`config.mk`:
```
export PLATFORM = sky130hd
export DESIGN_NAME = if_stage
export DESIGN_NICKNAME = d
export VERILOG_FILES = /design/src/rtl/if_stage_pkg.sv /design/src/rtl/if_id_reg.sv /design/src/rtl/if_stage.sv
export SDC_FILE = /design/constraint.sdc
export NUM_CORES = 1
export LEC_CHECK = 0
export BUFFER_PORTS_ARGS = -buffer_cell sky130_fd_sc_hd__buf_4
export CORE_UTILIZATION = 55
export DETAILED_ROUTE_END_ITERATION = 8
export PLACE_DENSITY = 0.9
export SLEW_MARGIN = 20
export SYNTH_ARGS = -nofsm -noshare
export SYNTH_HDL_FRONTEND = slang
export SYNTH_HIERARCHICAL = 1
export SYNTH_SLANG_ARGS = --single-unit
```
`constraint.sdc`:
```
create_clock -name clk -period 3.41 [get_ports clk]
set_input_delay 1.023 -clock clk [delete_from_list [all_inputs] [get_ports clk]]
set_output_delay 1.023 -clock clk [all_outputs]
set_load 0.005 [all_outputs]
```
`src/rtl/if_stage_pkg.sv`:
```
// Shared encodings for the instruction-fetch stage: FSM states and reset vector.
package if_stage_pkg;

  localparam logic [31:0] ResetPcDefault = 32'h0000_3000;
  localparam logic [31:0] PcStep         = 32'd4;

  // FETCH: request outstanding; FULL: skid entry occupied, no request;
  // DROP: request outstanding whose data is stale after a redirect.
  typedef enum logic [1:0] {
    StFetch = 2'd0,
    StFull  = 2'd1,
    StDrop  = 2'd2
  } if_state_e;

endpackage

```
`src/rtl/if_id_reg.sv`:
```
// IF/ID output register: holds the live instruction and its PC for decode.
module if_id_reg (
  input  logic        clk,
  input  logic        rst,
  input  logic        load_i,
  input  logic        clear_i,
  input  logic [31:0] ins_i,
  input  logic [31:0] pc_i,
  output logic        valid_o,
  output logic [31:0] ins_o,
  output logic [31:0] pc_o
);

  logic        valid_q, valid_d;
  logic [31:0] ins_q, ins_d;
  logic [31:0] pc_q, pc_d;

  // Clear (flush/consume) wins over load; otherwise hold.
  always_comb begin
    valid_d = valid_q;
    ins_d   = ins_q;
    pc_d    = pc_q;
    if (clear_i) begin
      valid_d = 1'b0;
    end else if (load_i) begin
      valid_d = 1'b1;
      ins_d   = ins_i;
      pc_d    = pc_i;
    end
  end

  // Register with synchronous active-high reset.
  always_ff @(posedge clk) begin
    if (rst) begin
      valid_q <= 1'b0;
      ins_q   <= 32'd0;
      pc_q    <= 32'd0;
    end else begin
      valid_q <= valid_d;
      ins_q   <= ins_d;
      pc_q    <= pc_d;
    end
  end

  assign valid_o = valid_q;
  assign ins_o   = ins_q;
  assign pc_o    = pc_q;

endmodule

```
`src/rtl/if_stage.sv`:
```
// Instruction fetch stage: single-outstanding request, one-entry skid buffer,
// redirect handling with stale-response dropping.
module if_stage
  import if_stage_pkg::*;
#(
  parameter logic [31:0] RESET_PC = ResetPcDefault
) (
  input  logic        clk,
  input  logic        rst,
  input  logic        stall,
  input  logic        redirect,
  input  logic [31:0] redirect_pc,
  output logic        imem_req,
  output logic [31:0] imem_addr,
  input  logic        imem_ack,
  input  logic [31:0] imem_rdata,
  output logic        if_valid,
  output logic [31:0] if_ins,
  output logic [31:0] if_pc,
  output logic [31:0] if_pc4
);

  if_state_e   state_q, state_d;
  logic [31:0] fetch_pc_q, fetch_pc_d;
  logic [31:0] pend_pc_q, pend_pc_d;
  logic [31:0] buf_ins_q, buf_ins_d;
  logic [31:0] buf_pc_q, buf_pc_d;

  logic        out_load, out_clear;
  logic [31:0] out_ins, out_pc;

  // Next-state, fetch PC and output-register control; redirect beats ack and stall.
  always_comb begin
    state_d    = state_q;
    fetch_pc_d = fetch_pc_q;
    pend_pc_d  = pend_pc_q;
    buf_ins_d  = buf_ins_q;
    buf_pc_d   = buf_pc_q;
    out_load   = 1'b0;
    out_clear  = 1'b0;
    out_ins    = imem_rdata;
    out_pc     = fetch_pc_q;
    case (state_q)
      StFetch: begin
        if (redirect) begin
          out_clear = 1'b1;
          if (imem_ack) begin
            fetch_pc_d = redirect_pc;
          end else begin
            pend_pc_d = redirect_pc;
            state_d   = StDrop;
          end
        end else if (imem_ack) begin
          fetch_pc_d = fetch_pc_q + PcStep;
          if (!if_valid || !stall) begin
            out_load = 1'b1;
          end else begin
            buf_ins_d = imem_rdata;
            buf_pc_d  = fetch_pc_q;
            state_d   = StFull;
          end
        end else if (!stall) begin
          out_clear = 1'b1;
        end
      end
      StFull: begin
        if (redirect) begin
          out_clear  = 1'b1;
          fetch_pc_d = redirect_pc;
          state_d    = StFetch;
        end else if (!stall) begin
          out_load = 1'b1;
          out_ins  = buf_ins_q;
          out_pc   = buf_pc_q;
          state_d  = StFetch;
        end
      end
      StDrop: begin
        out_clear = 1'b1;
        if (redirect) begin
          pend_pc_d = redirect_pc;
        end
        if (imem_ack) begin
          // Newest redirect wins even when it lands on the ack cycle.
          fetch_pc_d = redirect ? redirect_pc : pend_pc_q;
          state_d    = StFetch;
        end
      end
      default: begin
        state_d = StFetch;
      end
    endcase
  end

  // State registers with synchronous active-high reset.
  always_ff @(posedge clk) begin
    if (rst) begin
      state_q    <= StFetch;
      fetch_pc_q <= RESET_PC;
      pend_pc_q  <= 32'd0;
      buf_ins_q  <= 32'd0;
      buf_pc_q   <= 32'd0;
    end else begin
      state_q    <= state_d;
      fetch_pc_q <= fetch_pc_d;
      pend_pc_q  <= pend_pc_d;
      buf_ins_q  <= buf_ins_d;
      buf_pc_q   <= buf_pc_d;
    end
  end

  assign imem_req  = (state_q != StFull);
  // In DROP fetch_pc_q still holds the address issued before the redirect.
  assign imem_addr = fetch_pc_q;
  assign if_pc4    = if_pc + PcStep;

  if_id_reg u_if_id_reg (
    .clk     (clk),
    .rst     (rst),
    .load_i  (out_load),
    .clear_i (out_clear),
    .ins_i   (out_ins),
    .pc_i    (out_pc),
    .valid_o (if_valid),
    .ins_o   (if_ins),
    .pc_o    (if_pc)
  );

endmodule

```
## After elaboration in Yosys (flattened, before gate mapping)

Index checks and enable logic that the tools add are counted.

- Add/sub/neg operators: 2
- Bitwise logic cells: 3
- Equal/unequal tests: 12
- Multiplexer cells: 34
- Reductions and logical operators: 12

Operators by type and width:

| kind | number |
|---|---|
| 32-bit two-way mux | 14 |
| 32-bit one-hot mux with 3 select lines | 1 |
| 32-bit by 3-bit adder with 32-bit output (second input constant) | 2 |
| 32-bit one-hot mux with 2 select lines | 1 |
| 2-bit two-way mux | 7 |
| 3-bit != test (second input constant) | 4 |
| 2-bit != test (second input constant) | 5 |
| 1-bit two-way mux | 8 |
| 4-bit AND reduction | 2 |
| 2-bit one-hot mux with 3 select lines | 1 |
| 5-bit AND reduction | 1 |
| 1-bit NOT | 3 |
| 1-bit one-hot mux with 3 select lines | 1 |
| 3-bit AND reduction | 1 |
| 3-bit nonzero test | 1 |
| 2-bit by 1-bit equality test with 1-bit output (second input constant) | 1 |
| 2-bit equality test (second input constant) | 1 |
| 1-bit zero test | 2 |
| 2-bit zero test | 1 |
| 2-bit by 1-bit != test with 1-bit output (second input constant) | 1 |
| 1-bit one-hot mux with 2 select lines | 1 |
| 2-bit AND reduction | 1 |
| 2-bit nonzero test | 1 |
| 2-bit OR reduction | 1 |
| 1-bit logical OR | 1 |

- Bits in registers: 195
- Input bits: 69
- Logic and storage cells: 71

## Longest topological paths before layout

- Depth in word-level cells: 7
- Depth in mapped cells: 11
- Gate-level depth less buffers: 8

## By module

The synthesis kept the hierarchy.

Modules (own cells, without submodules):

| module | times used | area each (µm²) | cells an instance |
|---|---|---|---|
| if_stage | 1 | 7428.4 | 964 |
| if_id_reg | 1 | 3194.3 | 295 |

## Worst setup path before layout

OpenSTA, ideal clock, no wires.

- Path kind: reg-to-output
- Start: register u_if_id_reg.pc_q[4] (netlist: u_if_id_reg/pc_o[4])
- End: output port if_pc4[31]
- Cell stages (with the launch flop): 6
- Slack: 0.708 ns
- Path buffers: 0
- Data arrival time: 1.679 ns
- Data required time: 2.387 ns
- Cells stage by stage: dfxtp_1 > and4_1 > nand3_1 > nor4_1 > nand4_1 > xnor2_1

- Cells in the longest elaborated chain, start to end: 1

Ends and longest elaborated chain:

| element | RTL line | RTL |
|---|---|---|
| from (decl) | if_id_reg.sv:16 | `logic [31:0] pc_q, pc_d;` |
| from (signal assigned) | if_id_reg.sv:41 | `pc_q <= pc_d;` |
| 32-bit by 3-bit adder with 32-bit output | if_stage.sv:115 | `assign if_pc4 = if_pc + PcStep;` |
| to (decl) | if_stage.sv:20 | `output logic [31:0] if_pc4` |

Every way passes these cells.

## Worst setup path in the final report

- Start: register u_if_id_reg.pc_q[6] (netlist: u_if_id_reg/pc_o[6])
- End: output port if_pc4[31]

Same word-level chain as after synthesis.

==> results.py <==
metrics = {
    "outcome": {
        "status": "complete, but fails checks",
        "violations": "design-rule violations",
    },
    "yosys": {
        "synth.area.mux_share_pct": 7.67,
        "postSynthCellCount": 1259,
        "synth_top_family_by_area": "simple AND/OR/NAND/NOR gates",
        "synth-seq-cells": 195,
        "synth-adder-area-share_pct": 0.707,
        "ys_seq_area_share_pct": 36.7,
        "synth_top_area_share_pct": 36.7,
        "synth_ff_type": "dfxtp_1",
        "synth-edff-count": 0,
        "yosys_warnings": 6,
        "yosys.area.top_type": "dfxtp_1",
        "synthSimpleGateAreaFrac_pct": 26.3,
        "syn_area_sq_um": 10600,
        "synth_fp_nets": 1334,
        "synthDistinctLibCells": 67,
        "syn-mean-instance-area_sq_um": 8.44,
        "yosys-top-cells-area": "dfxtp_1 37%, nand2_1 8.5%, mux2_2 7.1%, a21oi_1 7.0%, nand4bb_1 6.8%",
        "synth-xor-area-share_pct": 2.64,
        "synth_compound_area_share_pct": 19.8,
        "synthArstFlopShare_pct": 0,
    },
    "layout": {
        "num_antenna_cells": 0,
        "layout_commonest_cell": "nand2_1",
        "nFillCells": 1452,
        "fin_nets": 1464,
        "drive_gt1_share_pct": 28.7,
        "area_growth_pct": 20.0,
        "fin_util_pct": 67.7,
        "final_cell_mix": "240 x nand2_1, 219 x buf_4, 193 x dfxtp_1",
    },
    "die": {
        "ios": 199,
        "num_rows": 50,
        "core_sq_um": 18800,
        "die_h_um": 141,
        "die_area_sq_um": 19900,
        "start_util_pct": 56.4,
        "die_w_um": 141,
    },
    "power": {
        "power_switching_mw": 1.42,
        "p_sw_share_pct": 27.5,
        "power_density_nw_per_um2": 405,
        "leakage_nw": 4.78,
        "ir_worst_vdd_v": 0.000332,
        "clkPwrFrac_pct": 38.0,
        "p_comb_share_pct": 14.3,
        "p_int_mw": 3.74,
        "seqPwrFrac_pct": 47.6,
    },
    "clock_tree": {
        "tritoncts": "yes",
        "numCtsBuffers": 17,
        "clock_tree.root_cell": "clkbuf_16",
        "clk_path_buf_depth": 2,
        "path_clk_slew_ps": 70,
        "holdBufCountCts": 0,
        "htree_levels": 4,
        "clock-sinks": 195,
        "clk_latency_ps": 440,
    },
    "critical_path": {
        "critPathArrivalTime_ps": 2330,
        "worstSetupPathType": "flop to primary output",
        "cp_max_fo": 5,
        "endpoint_kind": "primary output",
        "critPathLaunchType": "flop",
        "crit_required_ps": 2390,
    },
    "placement": {
        "dp_hpwl_um": 20400,
        "gp_congestion": 0.899,
        "preCtsSetupSlack_ps": 468,
        "io_buffers": 198,
    },
    "detailed_routing": {
        "drc": 1,
        "wl_um": 30200,
        "drt_iter0_drc": 977,
        "vias": 10200,
        "dr.pass1.iters": 8,
        "wl_per_cell_um": 18.2,
        "routed_via_density": 6.11,
        "antenna_left": 0,
    },
    "sta": {
        "fin_skew_ps": 9.34,
        "setup_violations": 0,
        "slew_viol_final": 0,
        "slew_headroom_pct": 51.9,
        "tightestPinTransition_ps": 722,
        "finalCriticalPeriod_ps": 3350,
        "final_hold_viol_count": 0,
        "fmax_mhz": 298,
        "worst_slack_ps": 58.0,
        "period_share_pct": 98.3,
    },
    "global_routing": {
        "grt_pass1_wl_um": 48500,
        "antenna_found_initial": 0,
        "grt_pass1_vias": 9815,
        "grt_start_max_net_pins": 91,
        "grt_use_total_pct": 30.2,
        "gr-total-overflow": 0,
    },
    "run": {
        "drv_cap": 0,
    },
    "hold_path": {
        "min_path_type": "flop to flop",
    },
}
-- critical path: stages, from the launching register on --
cell     delay, ps
dfxtp_1        410
and4_1         290
nand3_1        220
nor4_4         320
buf_4          180
nand4_1        160
xnor2_1        180
buf_4          130
-- layout make-up --
cell class                 instances  area [sq um]  area share, %
multi-input combinational        935          6130           48.1
sequential                       195          3910           30.7
timing repair buffer             225          1760           13.8
clock buffer                      19           443           3.48
tap                              260           325           2.55
clock inverter                    13           126          0.992
inverter                          15          56.3          0.442
-- path summary, 6_finish.rpt --
check	from	end	slack (ps)	depth (start not counted)
worst max-delay path	u_if_id_reg/pc_o[6]	if_pc4[31]	60	7
worst min-delay path	buf_pc_q[19]	buf_pc_q[19]	450	2
worst max register to register	state_q[1]	imem_addr[22]	710	6
worst min register to register	buf_pc_q[19]	buf_pc_q[19]	450	2
-- repair_timing --
action / in CTS / in global routing
pin swaps: 0 / 0
setup endpoints to repair: 1 / 8
setup buffers: 0 / 0
resized for setup: 1 / 4
-- logic make-up (layout without fill, tap and decap cells) --
family,after synthesis,count (layout)
adder cells (fa/ha/maj),6,6
flip-flops,195,195
AND/OR/NAND/NOR,501,501
AO/OA/AOI/OAI,323,323
buffers and inverters,129,272
XOR/XNOR,32,32
multiplexers,73,73
-- Yosys cell counts, drive strengths merged, types with 3 or more instances --
| library cell | instances |
|---|---|
| o21ai | 89 |
| o22ai | 4 |
| and2 | 3 |
| a21o | 3 |
| or3 | 6 |
| o221a | 3 |
| a211oi | 7 |
| nor3 | 12 |
| mux2i | 6 |
| nor3b | 3 |
| nand2b | 68 |
| xnor2 | 23 |
| nand4 | 19 |
| buf | 62 |
| mux2 | 67 |
| a221o | 6 |
| a221oi | 9 |
| inv | 14 |
| o211ai | 7 |
| a31oi | 7 |
| nor2 | 29 |
| a21oi | 148 |
| nand3 | 23 |
| and4 | 9 |
| clkbuf | 52 |
| dfxtp | 195 |
| a22o | 5 |
| xor2 | 9 |
| ha | 6 |
| and3 | 11 |
| a31o | 3 |
| nand4bb | 64 |
| nor2b | 5 |
| nand2 | 240 |
| a2bb2oi | 3 |
| nor4 | 5 |
| a22oi | 8 |
-- routing by layer --
layer / vias to the layer above / share of wire, % / GRT usage [%]
li1: 4736 / - / -
met1: 4796 / 40 / 36.6
met2: 509 / 48 / 50.1
met3: 114 / 7.5 / 6.49
met4: 0 / 4.4 / 16.2
met5: - / 0 / 0
-- registers in the layout, indices dropped and copies added, names as in the netlist --
name / flops
buf_ins_q: 32
u_if_id_reg/valid_o: 1
imem_addr: 32
buf_pc_q: 32
u_if_id_reg/pc_o: 32
state_q: 2
pend_pc_q: 32
u_if_id_reg/ins_o: 32
-- through the flow --
step | cell area, sq um | std cells | setup TNS (ps) | power (mW) | hold slack (ps)
after floorplan | 10600 | 1259 | 0 | 2.94 | 433
after global placement | 12200 | 1630 | 0 | 3.21 | 438
after detailed placement | 12200 | 1630 | 0 | 3.23 | 443
after CTS | 12700 | 1662 | 0 | 5.16 | 453
after global routing | 12700 | 1662 | -63.9 | 5.34 | 469
final | 12700 | 1662 | 0 | 5.16 | 452
-- power by group through the flow --
| stage | sequential (mW) | clock [mW] | combinational [mW] |
|---|---|---|---|
| 2_1_floorplan | 2.47 | 0 | 0.475 |
| 3_3_place_gp | 2.51 | 0 | 0.705 |
| 3_5_place_dp | 2.51 | 0 | 0.726 |
| 4_1_cts | 2.46 | 1.97 | 0.730 |
| 5_1_grt | 2.47 | 2.07 | 0.798 |
| 6_report | 2.46 | 1.96 | 0.740 |
Power figures use the tool's default switching activity.
